[src/rtl/btn_debounce_counter.sv]
// Push-button conditioner: 2-FF sync, debounce FSM, press/release pulses,
// 16-bit press counter. Optional auto-repeat with BTN_AUTOREPEAT_EN.
//
// Ports:
//   clk          in   system clock, rising edge
//   reset        in   asynchronous active-high reset
//   btn_in       in   raw button, asynchronous, may bounce
//   btn_level    out  debounced button level
//   btn_press    out  one-cycle pulse per accepted press / auto-repeat
//   btn_release  out  one-cycle pulse per accepted release
//   press_count  out  16-bit count of btn_press pulses, wraps silently
//
// Build macro: BTN_AUTOREPEAT_EN enables auto-repeat while held.

module btn_debounce_counter #(
  parameter int unsigned C_DEBOUNCE_COUNT = 1_000_000,
  parameter int unsigned C_REPEAT_DELAY   = 50_000_000,
  parameter int unsigned C_REPEAT_PERIOD  = 10_000_000
) (
  input  logic        clk,
  input  logic        reset,
  input  logic        btn_in,
  output logic        btn_level,
  output logic        btn_press,
  output logic        btn_release,
  output logic [15:0] press_count
);

  localparam int CW = $clog2(C_DEBOUNCE_COUNT + 1);
  localparam logic [CW-1:0] CNT_LAST = CW'(C_DEBOUNCE_COUNT - 1);

  typedef enum logic [1:0] {
    IDLE,
    PRESS_CHK,
    HELD,
    RELEASE_CHK
  } state_e;

  logic          sync1_q, sync2_q;
  logic          btn_s;
  state_e        state_q, state_d;
  logic [CW-1:0] cnt_q, cnt_d;
  logic          level_q, level_d;
  logic          press_q, press_d;
  logic          release_q, release_d;
  logic [15:0]   count_q, count_d;

  assign btn_s = sync2_q;

`ifdef BTN_AUTOREPEAT_EN
  localparam int unsigned RMAX =
    (C_REPEAT_DELAY > C_REPEAT_PERIOD) ? C_REPEAT_DELAY : C_REPEAT_PERIOD;
  localparam int RW = $clog2(RMAX + 1);
  localparam logic [RW-1:0] DLY_LAST = RW'(C_REPEAT_DELAY - 1);
  localparam logic [RW-1:0] PER_LAST = RW'(C_REPEAT_PERIOD - 1);

  logic [RW-1:0] rpt_q, rpt_d;
  // Set once the initial delay has elapsed; later repeats use the period.
  logic          rpt_first_q, rpt_first_d;
  logic          stay_held;
`else
  logic unused_repeat_cfg;
  assign unused_repeat_cfg = ^{32'(C_REPEAT_DELAY), 32'(C_REPEAT_PERIOD)};
`endif

  always_comb begin
    state_d   = state_q;
    cnt_d     = cnt_q;
    level_d   = level_q;
    press_d   = 1'b0;
    release_d = 1'b0;
    count_d   = count_q;
    unique case (state_q)
      IDLE: begin
        if (btn_s) begin
          state_d = PRESS_CHK;
          cnt_d   = '0;
        end
      end
      PRESS_CHK: begin
        if (!btn_s) begin
          state_d = IDLE;
          cnt_d   = '0;
        end else if (cnt_q == CNT_LAST) begin
          state_d = HELD;
          cnt_d   = '0;
          level_d = 1'b1;
          press_d = 1'b1;
          count_d = count_q + 16'd1;
        end else begin
          cnt_d = cnt_q + CW'(1);
        end
      end
      HELD: begin
        if (!btn_s) begin
          state_d = RELEASE_CHK;
          cnt_d   = '0;
        end
      end
      RELEASE_CHK: begin
        if (btn_s) begin
          state_d = HELD;
          cnt_d   = '0;
        end else if (cnt_q == CNT_LAST) begin
          state_d   = IDLE;
          cnt_d     = '0;
          level_d   = 1'b0;
          release_d = 1'b1;
        end else begin
          cnt_d = cnt_q + CW'(1);
        end
      end
      default: begin
        state_d = IDLE;
        cnt_d   = '0;
      end
    endcase

`ifdef BTN_AUTOREPEAT_EN
    // Counter only runs while staying in HELD; any other cycle clears it,
    // so a bounce back into HELD restarts the initial delay.
    stay_held   = (state_q == HELD) && btn_s;
    rpt_d       = '0;
    rpt_first_d = 1'b0;
    if (stay_held) begin
      rpt_first_d = rpt_first_q;
      if (rpt_q == (rpt_first_q ? PER_LAST : DLY_LAST)) begin
        rpt_d       = '0;
        rpt_first_d = 1'b1;
        press_d     = 1'b1;
        count_d     = count_q + 16'd1;
      end else begin
        rpt_d = rpt_q + RW'(1);
      end
    end
`endif
  end

  always_ff @(posedge clk or posedge reset) begin
    if (reset) begin
      sync1_q   <= 1'b0;
      sync2_q   <= 1'b0;
      state_q   <= IDLE;
      cnt_q     <= '0;
      level_q   <= 1'b0;
      press_q   <= 1'b0;
      release_q <= 1'b0;
      count_q   <= '0;
    end else begin
      sync1_q   <= btn_in;
      sync2_q   <= sync1_q;
      state_q   <= state_d;
      cnt_q     <= cnt_d;
      level_q   <= level_d;
      press_q   <= press_d;
      release_q <= release_d;
      count_q   <= count_d;
    end
  end

`ifdef BTN_AUTOREPEAT_EN
  always_ff @(posedge clk or posedge reset) begin
    if (reset) begin
      rpt_q       <= '0;
      rpt_first_q <= 1'b0;
    end else begin
      rpt_q       <= rpt_d;
      rpt_first_q <= rpt_first_d;
    end
  end
`endif

  assign btn_level   = level_q;
  assign btn_press   = press_q;
  assign btn_release = release_q;
  assign press_count = count_q;

endmodule
[config.mk]
export PLATFORM = sky130hd
export DESIGN_NAME = btn_debounce_counter
export DESIGN_NICKNAME = d
export VERILOG_FILES = /design/src/rtl/btn_debounce_counter.sv
export SDC_FILE = /design/constraint.sdc
export NUM_CORES = 1
export LEC_CHECK = 0
export CAP_MARGIN = 0
export CORE_UTILIZATION = 44
export DETAILED_ROUTE_END_ITERATION = 8
export HOLD_SLACK_MARGIN = 0.15
export PLACE_DENSITY = 0.69
export SLEW_MARGIN = 20
export SYNTH_ARGS = -nofsm -noshare
export SYNTH_HDL_FRONTEND = slang
export SYNTH_SLANG_ARGS = --single-unit
export TNS_END_PERCENT = 30
[constraint.sdc]
create_clock -name clk -period 2.62 [get_ports clk]
set_input_delay 0.524 -clock clk [delete_from_list [all_inputs] [get_ports clk]]
set_output_delay 0.524 -clock clk [all_outputs]
set_load 0.02 [all_outputs]
Word-level counts from Yosys, hierarchy flattened. Cells that the tools add are included.

Reductions and logical operators: 6. Mux-type cells: 23. Add/sub/neg operators: 2. Eq/ne operators: 12.

Operators with widths (number): $mux W20 (5); $pmux W20 S4 (1); $add A20 B1 Y20 const B (1); $eq A20 B20 Y1 const B (1); $add A16 B1 Y16 const B (1); $mux W2 (6); $ne A2 B2 Y1 const B (6); $mux W1 (9); $pmux W2 S4 (1); $ne A3 B3 Y1 const B (2); $reduce_and A5 Y1 (1); $eq A2 B2 Y1 const B (2); $reduce_and A4 Y1 (1); $reduce_and A3 Y1 (1); $eq A2 B1 Y1 const B (1); $logic_not A2 Y1 (1); $pmux W1 S2 (1); $reduce_and A2 Y1 (1); $reduce_bool A2 Y1 (1).

Input bits: 3. Register bits after elaboration: 43. Logic and storage cells: 51. Output and inout port bits: 19.

Depth between registers and ports, before layout.
Depth after elaboration: 4. Depth in mapped cells: 8.

Worst setup path before layout. Ideal clock, no wire load.

Path type: reg-to-reg. From: register cnt_q[6]. To: register cnt_q[1]. Required time: 2.499 ns. Cell stages (with the launch flop): 7. Slack: 0.479 ns. Data arrival time: 2.020 ns. Cells stage by stage: dfrtp_1 > or4b_1 > nor4_4 > a21oi_1 > buf_2 > buf_6 > a22o_1.

Longest elaborated chain between the ends: 4.

Ends and longest elaborated chain: from (decl) (line 42) `logic [CW-1:0] cnt_q, cnt_d;`; from (signal assigned) (line 153) `cnt_q <= cnt_d;`; $eq A20 B20 Y1 * (line 84, 104); $mux W20 * (line 84, 104); $mux W20 (on tied branches) (line 101, 81); $pmux W20 S4 * (line 73) `unique case (state_q)`.

Every way passes the cells marked *; elsewhere a longest branch is shown, timed or not. A chain may end at the register's enable or synchronous reset.

Worst setup path after layout.
From: register cnt_q[6]. To: register cnt_q[13].

Longest elaborated chain between the ends: 4.

Ends and longest elaborated chain (line): $add A20 B1 Y20 or $eq A20 B20 Y1 (tied branches); $mux W20 * (84, 104); $mux W20 (on tied branches) (101, 81); $pmux W20 S4 * (73).

Marked as above.

==> flow_summary.ini <==
[run_status]
outcome = finished, final reports clean

[sta]
hold_viol = 0
fin_tns_setup_ns = 0
finalClockSkew_ns = 0.00615
period_minus_slack_ns = 2.27
worst_slew_pin_slew_ns = 0.820
setup_viol = 0
fin_crit_sh_pct = 86.8
slew_headroom_pct = 45.1
rsz0062_at_grt = false
clock.fmax_mhz = 440
final_max_slew_viol_count = 0

[route]
vias_per_cell = 5.73
finalWirelength_mm = 4.40
num_vias = 1709
first_iter_violations = 138
drtAntennaViolNets = 0
wl_per_cell_um = 14.8
remaining_drc_errors = 0
dr.pass1.iters = 6

[logic_synthesis]
synthTopCellsByArea = dfrtp_1, xnor2_1, nand2_1
synth_edf_count = 0
postSynthCellCount = 217
synth_ff_type = dfrtp_1
async_flop_share_pct = 100
synth.avg_cell_area_um2 = 9.79
synth_warnings = 0
syn_nets = 222
syn-cell-area_um2 = 2120
ys_seq_area_share_pct = 50.6
ys_types = 36
synth.ff_latch_count = 43
yosys.area.top_type_share_pct = 50.6
yosysTopAreaCell = dfrtp_1

[placed_design]
place_hpwl_mm = 2.99
place.gp.congestion = 0.831
port_buffers = 21

[floorplanning]
pin_count = 22
initial_core_util_pct = 47.2
chipWidth_um = 71.5
core-area_um2 = 4500
die_h_um = 71.5
die-area_um2 = 5110
rows = 24

[clocking]
hold_buffers = 0
clk_latency_ns = 0.30
ctsResizeCount = 0
clockRootBuffer = clkbuf_8
htree_levels = 2
clockBufferDepth = 2
cts.clk_slew.worst_paths_ns = 0.08
postCtsSetupRepairBufs = 0
cts_buffers = 5
cts_tree = built
clkSinkCount = 43

[critical_path]
r2r_end = cnt_q[13]
critPathMaxFanout = 9
crit_start = cnt_q[6]
cp.arrival_ns = 2.46
required_ns = 2.81
endpoint_kind = flop
cp-endpoint = cnt_q[13]
cp-start-kind = flop
r2r_slack_ns = 0.35
critical_path_class = flop to flop
r2r-start = cnt_q[6]
r2r_cells = 7

[finish]
layout-drive-gt1-share_pct = 8.13
fillCellCount = 387
antenna-diode-count = 0
layout_common_cells = dfrtp_1, clkdlybuf4s50_1, nand2_1
multi_input_area_um2 = 982
nNetsFinal = 250
regArea_um2 = 1080
layout_commonest_cell = dfrtp_1
area_growth_pct = 19.1

[grt]
grtUsageTotal_pct = 19.1
grt_pass1_wl_mm = 7.60
grt_max_degree = 44
grt_pass1_vias = 1599
antenna_found_initial = 0
grt_overflow = 0

[run]
max_cap_viol_count = 0

[min_path]
min_path_type = flop to flop
whs_path_depth = 0

[power_and_ir_drop]
p_leak_uw = 0.00107
peakVddDrop_mv = 0.609
power_density_nw_per_um2 = 656
report.power.total_uw = 1660
## per-stage QoR
stage | setup WS [ns] | hold slack, ns | instances | util, % | area [um^2]
5_1_grt | 0.244 | 0.373 | 298 | 56.2 | 2530
6_report | 0.346 | 0.354 | 298 | 56.2 | 2530
2_1_floorplan | 0.479 | 0.331 | 217 | - | 2120
3_3_place_gp | 0.375 | 0.335 | 290 | 53.6 | 2410
3_5_place_dp | 0.369 | 0.340 | 290 | 53.6 | 2410
4_1_cts | 0.348 | 0.359 | 298 | 56.2 | 2530
## power by group
part | switching, uW | total, uW | internal, uW | leakage, uW
logic | 244 | 372 | 128 | 0.000414
registers | 52.7 | 755 | 702 | 0.000590
clock network | 225 | 534 | 308 | 0.0000612
total | 522 | 1660 | 1140 | 0.00107
## synthesized netlist by cell type, types with 2 or more instances
library cell,number
and3_1,3
nor3_1,7
nor2_1,10
clkbuf_1,3
o21ai_0,13
a21oi_1,14
ha_1,2
a41oi_1,2
nand2_1,20
xnor2_1,10
nand2b_1,5
nor4_4,2
a21o_1,4
or4b_1,2
a31oi_1,7
or3_1,5
o21ai_1,3
nor3b_1,2
or2_2,2
buf_2,2
dfrtp_1,43
inv_1,9
nor4_1,6
xor2_1,7
nand3_1,15
nand4_1,9
## cell type report
class	instances	area share, %
clock buffer	6	3.26
multi-input combinational	159	38.8
clock inverter	2	1.38
inverter	9	1.34
tap	52	2.57
sequential	43	42.5
timing repair buffer	27	10.1
## flip-flops by register name, summed over array words and instances, names as in the netlist, named ones only
name	cells
btn_s	1
state_q	1
btn_release	1
btn_press	1
sync1_q	1
press_count	16
btn_level	1
cnt_q	20
## metal layers
| metal | wire length (um) | share of wire, % | track usage, % | up-vias |
|---|---|---|---|---|
| met1 | 2070 | 47 | 26.2 | 816 |
| met5 | 0 | 0 | 0 | - |
| li1 | - | - | - | 840 |
| met4 | 68 | 1.5 | 8.28 | 0 |
| met2 | 2080 | 47 | 29.7 | 44 |
| met3 | 177 | 4.0 | 3.52 | 9 |
## kinds of logic (layout without fill, tap and decap cells)
logic type                 Yosys count  after routing  share of synthesized area, %
and+or+nand+nor                     94             94                          25.3
AOI/OAI and AO/OA                   45             45                          12.2
DFF                                 43             43                          50.6
xor gates and xnor gates            17             17                          7.01
buffers and inverters               15             44                          3.12
adders and majority gates            2              2                          1.18
muxes                                1              1                         0.530
## worst min path at each step
stage                  from  slack [ns]     to
floorplan           sync1_q        0.33  btn_s
detailed placement  sync1_q        0.34  btn_s
global placement    sync1_q        0.34  btn_s
global route        sync1_q        0.37  btn_s
CTS                 sync1_q        0.36  btn_s
finish              sync1_q        0.35  btn_s
## critical path: stages (launching register included)
cell     delay, ns
dfrtp_1       0.45
or4b_1        0.59
nor4_4        0.16
buf_4         0.20
a21o_1        0.30
buf_4         0.21
o21ai_1       0.07
a21o_1        0.18
Note: power is estimated with default switching activity, not from simulation.
